[src/rtl/romulator_pkg.sv]
// Shared types and constants for the romulator configuration path.
package romulator_pkg;

    localparam int unsigned CONFIG_BITS = 4;

    localparam logic [15:0] DEFAULT_CFG_ADDR = 16'hFFF0;
    localparam logic [7:0]  DEFAULT_KEY1     = 8'hA5;
    localparam logic [7:0]  DEFAULT_KEY2     = 8'h5A;

    typedef enum logic [2:0] {
        ST_BOOT,
        ST_IDLE,
        ST_KEY1_OK,
        ST_KEY2_OK,
        ST_HOLD
    } state_e;

    // One captured 6502 bus cycle
    typedef struct packed {
        logic [15:0] addr;
        logic [7:0]  data;
        logic        rwbar;
    } bus_cap_t;

endpackage

[src/rtl/bus_event_sync.sv]
// Brings the asynchronous 6502 bus into the fpga_clk domain and reduces each
// phi2 cycle to a bus_ev pulse plus a wr_ev pulse for writes to CFG_ADDR.
module bus_event_sync
    import romulator_pkg::*;
#(
    parameter logic [15:0] CFG_ADDR = DEFAULT_CFG_ADDR
) (
    input  logic        clk_i,
    input  logic        rst_i,
    input  logic [15:0] address_i,
    input  logic [7:0]  data_i,
    input  logic        phi2_i,
    input  logic        rwbar_i,
    output logic        wr_ev_o,
    output logic        bus_ev_o,
    output logic [7:0]  data_o
);

    logic     phi2_s1_q, phi2_s2_q, phi2_prev_q;
    bus_cap_t cap_q, cap_d;
    logic     wr_ev_q, wr_ev_d;
    logic     bus_ev_q, bus_ev_d;
    logic     fall_c;

    // The bus is sampled while synchronised phi2 is high, so the final sample
    // is taken on the same edge at which the falling edge becomes visible.
    always_comb begin
        cap_d    = cap_q;
        fall_c   = phi2_prev_q & ~phi2_s2_q;
        bus_ev_d = fall_c;
        wr_ev_d  = fall_c & ~cap_q.rwbar & (cap_q.addr == CFG_ADDR);
        if (phi2_s2_q) begin
            cap_d = '{addr: address_i, data: data_i, rwbar: rwbar_i};
        end
    end

    always_ff @(posedge clk_i or posedge rst_i) begin
        if (rst_i) begin
            phi2_s1_q   <= 1'b0;
            phi2_s2_q   <= 1'b0;
            phi2_prev_q <= 1'b0;
            cap_q       <= '{addr: 16'h0000, data: 8'h00, rwbar: 1'b1};
            wr_ev_q     <= 1'b0;
            bus_ev_q    <= 1'b0;
        end else begin
            phi2_s1_q   <= phi2_i;
            phi2_s2_q   <= phi2_s1_q;
            phi2_prev_q <= phi2_s2_q;
            cap_q       <= cap_d;
            wr_ev_q     <= wr_ev_d;
            bus_ev_q    <= bus_ev_d;
        end
    end

    assign wr_ev_o  = wr_ev_q;
    assign bus_ev_o = bus_ev_q;
    assign data_o   = cap_q.data;

endmodule

[src/rtl/config_switcher.sv]
// Owns the enable-table configuration word and the CPU reset; software changes
// it via writes to CFG_ADDR. Define CONFIG_UNLOCK_EN to require the KEY1/KEY2 unlock.
module config_switcher
    import romulator_pkg::*;
#(
    parameter logic [15:0] CFG_ADDR          = DEFAULT_CFG_ADDR,
    parameter logic [7:0]  KEY1              = DEFAULT_KEY1,
    parameter logic [7:0]  KEY2              = DEFAULT_KEY2,
    parameter int unsigned RESET_HOLD_CYCLES = 64,
    parameter int unsigned UNLOCK_TIMEOUT    = 16
) (
    input  logic                   fpga_clk,
    input  logic                   reset,
    input  logic [15:0]            address,
    input  logic [7:0]             data,
    input  logic                   phi2,
    input  logic                   rwbar,
    input  logic [CONFIG_BITS-1:0] default_config,
    output logic [CONFIG_BITS-1:0] configuration,
    output logic                   config_valid,
    output logic                   resetb_out
);

    localparam int unsigned HOLD_W = $clog2(RESET_HOLD_CYCLES + 1);

    logic       wr_ev;
    logic       bus_ev;
    logic [7:0] ev_data;

    bus_event_sync #(
        .CFG_ADDR (CFG_ADDR)
    ) u_bus_event_sync (
        .clk_i     (fpga_clk),
        .rst_i     (reset),
        .address_i (address),
        .data_i    (data),
        .phi2_i    (phi2),
        .rwbar_i   (rwbar),
        .wr_ev_o   (wr_ev),
        .bus_ev_o  (bus_ev),
        .data_o    (ev_data)
    );

    state_e                 state_q, state_d;
    logic [CONFIG_BITS-1:0] cfg_q, cfg_d;
    logic                   valid_q, valid_d;
    logic                   resetb_q, resetb_d;
    logic [HOLD_W-1:0]      hold_q, hold_d;
    logic                   value_ok_c;

    assign value_ok_c = (ev_data[7:CONFIG_BITS] == '0);

`ifdef CONFIG_UNLOCK_EN
    localparam int unsigned TMO_W = $clog2(UNLOCK_TIMEOUT + 1);
    logic [TMO_W-1:0] tmo_q, tmo_d;
`else
    logic unused_c;
    assign unused_c = ^{KEY1, KEY2, bus_ev, 32'(UNLOCK_TIMEOUT)};
`endif

    always_comb begin
        state_d  = state_q;
        cfg_d    = cfg_q;
        valid_d  = valid_q;
        resetb_d = resetb_q;
        hold_d   = hold_q;
`ifdef CONFIG_UNLOCK_EN
        tmo_d    = tmo_q;
`endif
        case (state_q)
            ST_BOOT: begin
                cfg_d    = default_config;
                valid_d  = 1'b1;
                resetb_d = 1'b0;
                hold_d   = HOLD_W'(RESET_HOLD_CYCLES);
                state_d  = ST_HOLD;
            end
            ST_HOLD: begin
                resetb_d = 1'b0;
                if (hold_q != '0) begin
                    hold_d = hold_q - HOLD_W'(1);
                end
                if (hold_q <= HOLD_W'(1)) begin
                    resetb_d = 1'b1;
                    state_d  = ST_IDLE;
                end
            end
`ifdef CONFIG_UNLOCK_EN
            ST_IDLE: begin
                if (wr_ev && (ev_data == KEY1)) begin
                    tmo_d   = '0;
                    state_d = ST_KEY1_OK;
                end
            end
            ST_KEY1_OK: begin
                // A write wins over a timeout expiring in the same cycle
                if (wr_ev) begin
                    if (ev_data == KEY2) begin
                        tmo_d   = '0;
                        state_d = ST_KEY2_OK;
                    end else begin
                        state_d = ST_IDLE;
                    end
                end else if (tmo_q >= TMO_W'(UNLOCK_TIMEOUT)) begin
                    state_d = ST_IDLE;
                end else if (bus_ev) begin
                    tmo_d = tmo_q + TMO_W'(1);
                end
            end
            ST_KEY2_OK: begin
                if (wr_ev) begin
                    state_d = ST_IDLE;
                    if (value_ok_c) begin
                        cfg_d    = ev_data[CONFIG_BITS-1:0];
                        resetb_d = 1'b0;
                        hold_d   = HOLD_W'(RESET_HOLD_CYCLES);
                        state_d  = ST_HOLD;
                    end
                end else if (tmo_q >= TMO_W'(UNLOCK_TIMEOUT)) begin
                    state_d = ST_IDLE;
                end else if (bus_ev) begin
                    tmo_d = tmo_q + TMO_W'(1);
                end
            end
`else
            ST_IDLE: begin
                if (wr_ev && value_ok_c) begin
                    cfg_d    = ev_data[CONFIG_BITS-1:0];
                    resetb_d = 1'b0;
                    hold_d   = HOLD_W'(RESET_HOLD_CYCLES);
                    state_d  = ST_HOLD;
                end
            end
`endif
            default: begin
                state_d = ST_IDLE;
            end
        endcase
    end

    always_ff @(posedge fpga_clk or posedge reset) begin
        if (reset) begin
            state_q  <= ST_BOOT;
            cfg_q    <= '0;
            valid_q  <= 1'b0;
            resetb_q <= 1'b0;
            hold_q   <= '0;
`ifdef CONFIG_UNLOCK_EN
            tmo_q    <= '0;
`endif
        end else begin
            state_q  <= state_d;
            cfg_q    <= cfg_d;
            valid_q  <= valid_d;
            resetb_q <= resetb_d;
            hold_q   <= hold_d;
`ifdef CONFIG_UNLOCK_EN
            tmo_q    <= tmo_d;
`endif
        end
    end

    assign configuration = cfg_q;
    assign config_valid  = valid_q;
    assign resetb_out    = resetb_q;

endmodule

[config.mk]
export PLATFORM = sky130hd
export DESIGN_NAME = config_switcher
export DESIGN_NICKNAME = d
export VERILOG_FILES = /design/src/rtl/romulator_pkg.sv /design/src/rtl/bus_event_sync.sv /design/src/rtl/config_switcher.sv
export SDC_FILE = /design/constraint.sdc
export NUM_CORES = 1
export LEC_CHECK = 0
export ABC_AREA = 1
export BUFFER_PORTS_ARGS = -buffer_cell sky130_fd_sc_hd__buf_2
export CAP_MARGIN = 20
export CORE_ASPECT_RATIO = 0.9
export CORE_MARGIN = 3
export CORE_UTILIZATION = 30
export CTS_CLUSTER_SIZE = 30
export DETAILED_ROUTE_END_ITERATION = 16
export GPL_ROUTABILITY_DRIVEN = 1
export PLACE_DENSITY_LB_ADDON = 0.08
export SLEW_MARGIN = 10
export SYNTH_ARGS = -nofsm -noshare
export SYNTH_HDL_FRONTEND = slang
export SYNTH_HIERARCHICAL = 1
export SYNTH_SLANG_ARGS = --single-unit
[constraint.sdc]
create_clock -name fpga_clk -period 4.1 [get_ports fpga_clk]
set_clock_uncertainty 0.1 [all_clocks]
set_input_delay 1.025 -clock fpga_clk [delete_from_list [all_inputs] [get_ports fpga_clk]]
set_output_delay 1.025 -clock fpga_clk [all_outputs]
set_load 0.02 [all_outputs]
==> impl_results.md <==
- # nets final: 306
- Cell Area, Synth: 2010 um2
- PortBufs: 37
- Antenna violations before repair: 0
- Die Wd: 92.3 um
- Routed length on met2: 1560 um
- Largest net degree at the start of global routing: 32
- Place WS: 2.20 ns
- Cts hold-fix bufs: 0
- Post-Route M1 WL: 2130 um
- Clk slew on worst S/H paths: 0.08 ns
- Starting Density: 0.318
- Pleak: 1.24 nW
- Syn Inst Count: 242
- Crit Path Class: flop to output port
- CTS root buf: clkbuf_8
- Initial DRC count: 60
- CP Capture Type: output port
- Hold Path Class: flop to flop
- Core box area: 6320 um2
- Setup TNS: 0 ns
- First-pass GRT wire length: 7070 um
- Critical path, cell by cell: buf_2
- Syn_nets: 276
- WL met3: 240 um
- CP max stage cell: dfrtp_1
- Clk_lat worst skew: 0.30 ns
- P per Cell Area: 380 nW/um2
- Final Non-Filler Cells: 360
- DP Cell Count: 352
- Minimum clock period: 1.98 ns
- DR WL/cell: 11.1 um
- Max-cap check violation count: 0
- CP arrival: 0.86 ns
- Fmax: 504 MHz
- Vias in the first global route: 1521
- Die ar.: 7730 um2
- Drt drc: 0
- Via Count: 1501
- Crit-path max cell delay: 0.40 ns
- Global Route Usage Sum: 0.115
- Min setup slack post-route: 2.12 ns
- Inserted Diodes: 0
- Final setup violating endpoints: 0
- I/O pins: 38
- Synth-to-layout area growth: 16.4%
- # H-tree levels: 2
- Fill cell count: 682
- Yosys warns: 6
- Post-route ant nets: 0
- Max Slew Vio Count: 0
- CP top delay family: flip-flops
- Final hold vios: 0
- Final worst-path cycle share: 0.484
- Setup bufs post-CTS: 0
- Pin slew with the least headroom to its limit: 0.917 ns
- Fraction of layout cells with a size suffix above 1: 0.220
- Buf/Inv on CP: 1
- Num CTS Buffers: 5
- Total Wirelength: 3990 um
- Crit-path max FO: 2
- Status: completed
- Worst setup SP type: flop
- Max Used Layer: met4
- FP Rows: 27
- Peak supply drop: 163 uV
- Die Span Y: 83.7 um
- Clock Tree Buf Depth: 2
- Hold WS: 0.254 ns
- RSZ-0062 raised after global routing: no
- RD Place Congestion: 0.752
- Syn Area/Cell: 8.31 um2
- Slew HR: 0.389
- Dpl hpwl: 2880 um
- Num Clock Sinks: 44
- Total grt overflow: 0
- CTS resizes: 0
- DRT Pass-1 Iters: 6
- TritonCTS clock tree: built
- Worst EP required: 2.97 ns
- Post-DR vias/cell: 4.17
## registers in the layout, indices dropped and copies added, names as in the netlist
register                      count
state_q                           2
u_bus_event_sync/data_o           8
u_bus_event_sync/phi2_prev_q      1
u_bus_event_sync/cap_q           17
config_valid                      1
resetb_out                        1
u_bus_event_sync/phi2_s1_q        1
u_bus_event_sync/phi2_s2_q        1
configuration                     4
u_bus_event_sync/wr_ev_o          1
hold_q                            7
## area by class of cell
| class | count | area (um2) | share of cell area |
|---|---|---|---|
| timing repair buffer | 38 | 200 | 0.0855 |
| tap | 87 | 109 | 0.0465 |
| inverter | 20 | 75.1 | 0.0321 |
| sequential | 44 | 1100 | 0.471 |
| clock inverter | 2 | 38.8 | 0.0166 |
| multi-input combinational | 163 | 733 | 0.313 |
| clock buffer | 6 | 82.6 | 0.0353 |
## final timing paths
| kind | start | to | slack [ns] | cells after the start |
|---|---|---|---|---|
| max in group asynchronous | reset | u_bus_event_sync/cap_q[22]$_DFFE_PP0P_ | 2.63 | 3 |
| worst min-delay path | u_bus_event_sync/phi2_s1_q$_DFF_PP0_ | u_bus_event_sync/phi2_s2_q$_DFF_PP0_ | 0.25 | 0 |
| worst max-delay path | resetb_out$_DFFE_PP0P_ | resetb_out | 2.12 | 1 |
| worst min register to register | u_bus_event_sync/phi2_s1_q$_DFF_PP0_ | u_bus_event_sync/phi2_s2_q$_DFF_PP0_ | 0.25 | 0 |
| worst max register to register | u_bus_event_sync/phi2_s2_q$_DFF_PP0_ | u_bus_event_sync/wr_ev_o$_DFF_PP0_ | 2.22 | 5 |
| min in group asynchronous | reset | configuration[2]$_DFFE_PP0P_ | 0.71 | 2 |
## cell usage in the layout (no fill, tap or decap)
master and n:
buf_2 37, buf_8 1, bufinv_16 1, clkbuf_8 6
clkinv_4 1, dfrtp_1 43, dfstp_2 1, ha_1 2
inv_1 18, inv_2 2, nand2_1 105, nand2_2 4
nand3_1 11, nand3b_1 1, nand4_1 1, nor2_1 15
nor2_2 2, nor2_4 1, o211ai_1 1, o21a_1 3
o21ai_0 8, o21ai_1 1, o21ai_2 3, or2_1 1
or2_2 1, xor2_1 3
## routing by layer
layer	GRT usage	up-vias
met5	0	-
met4	0.0445	0
met3	0.0343	5
met2	0.161	34
met1	0.165	675
li1	-	787
## stage by stage
step | power, mW | cell area, um2 | util
floorplan | 0.529 | 2010 | -
global placement | 0.547 | 2200 | 0.349
detailed placement | 0.550 | 2220 | 0.351
CTS | 0.906 | 2340 | 0.371
global route | 0.934 | 2340 | 0.371
finish | 0.889 | 2340 | 0.371
## power breakdown
group | total [mW] | switching [mW] | internal [mW]
registers | 0.475 | 0.0154 | 0.460
clock network | 0.350 | 0.151 | 0.199
logic | 0.0633 | 0.0363 | 0.0270
total | 0.889 | 0.203 | 0.686
Note: power is estimated with default switching activity, not from simulation.
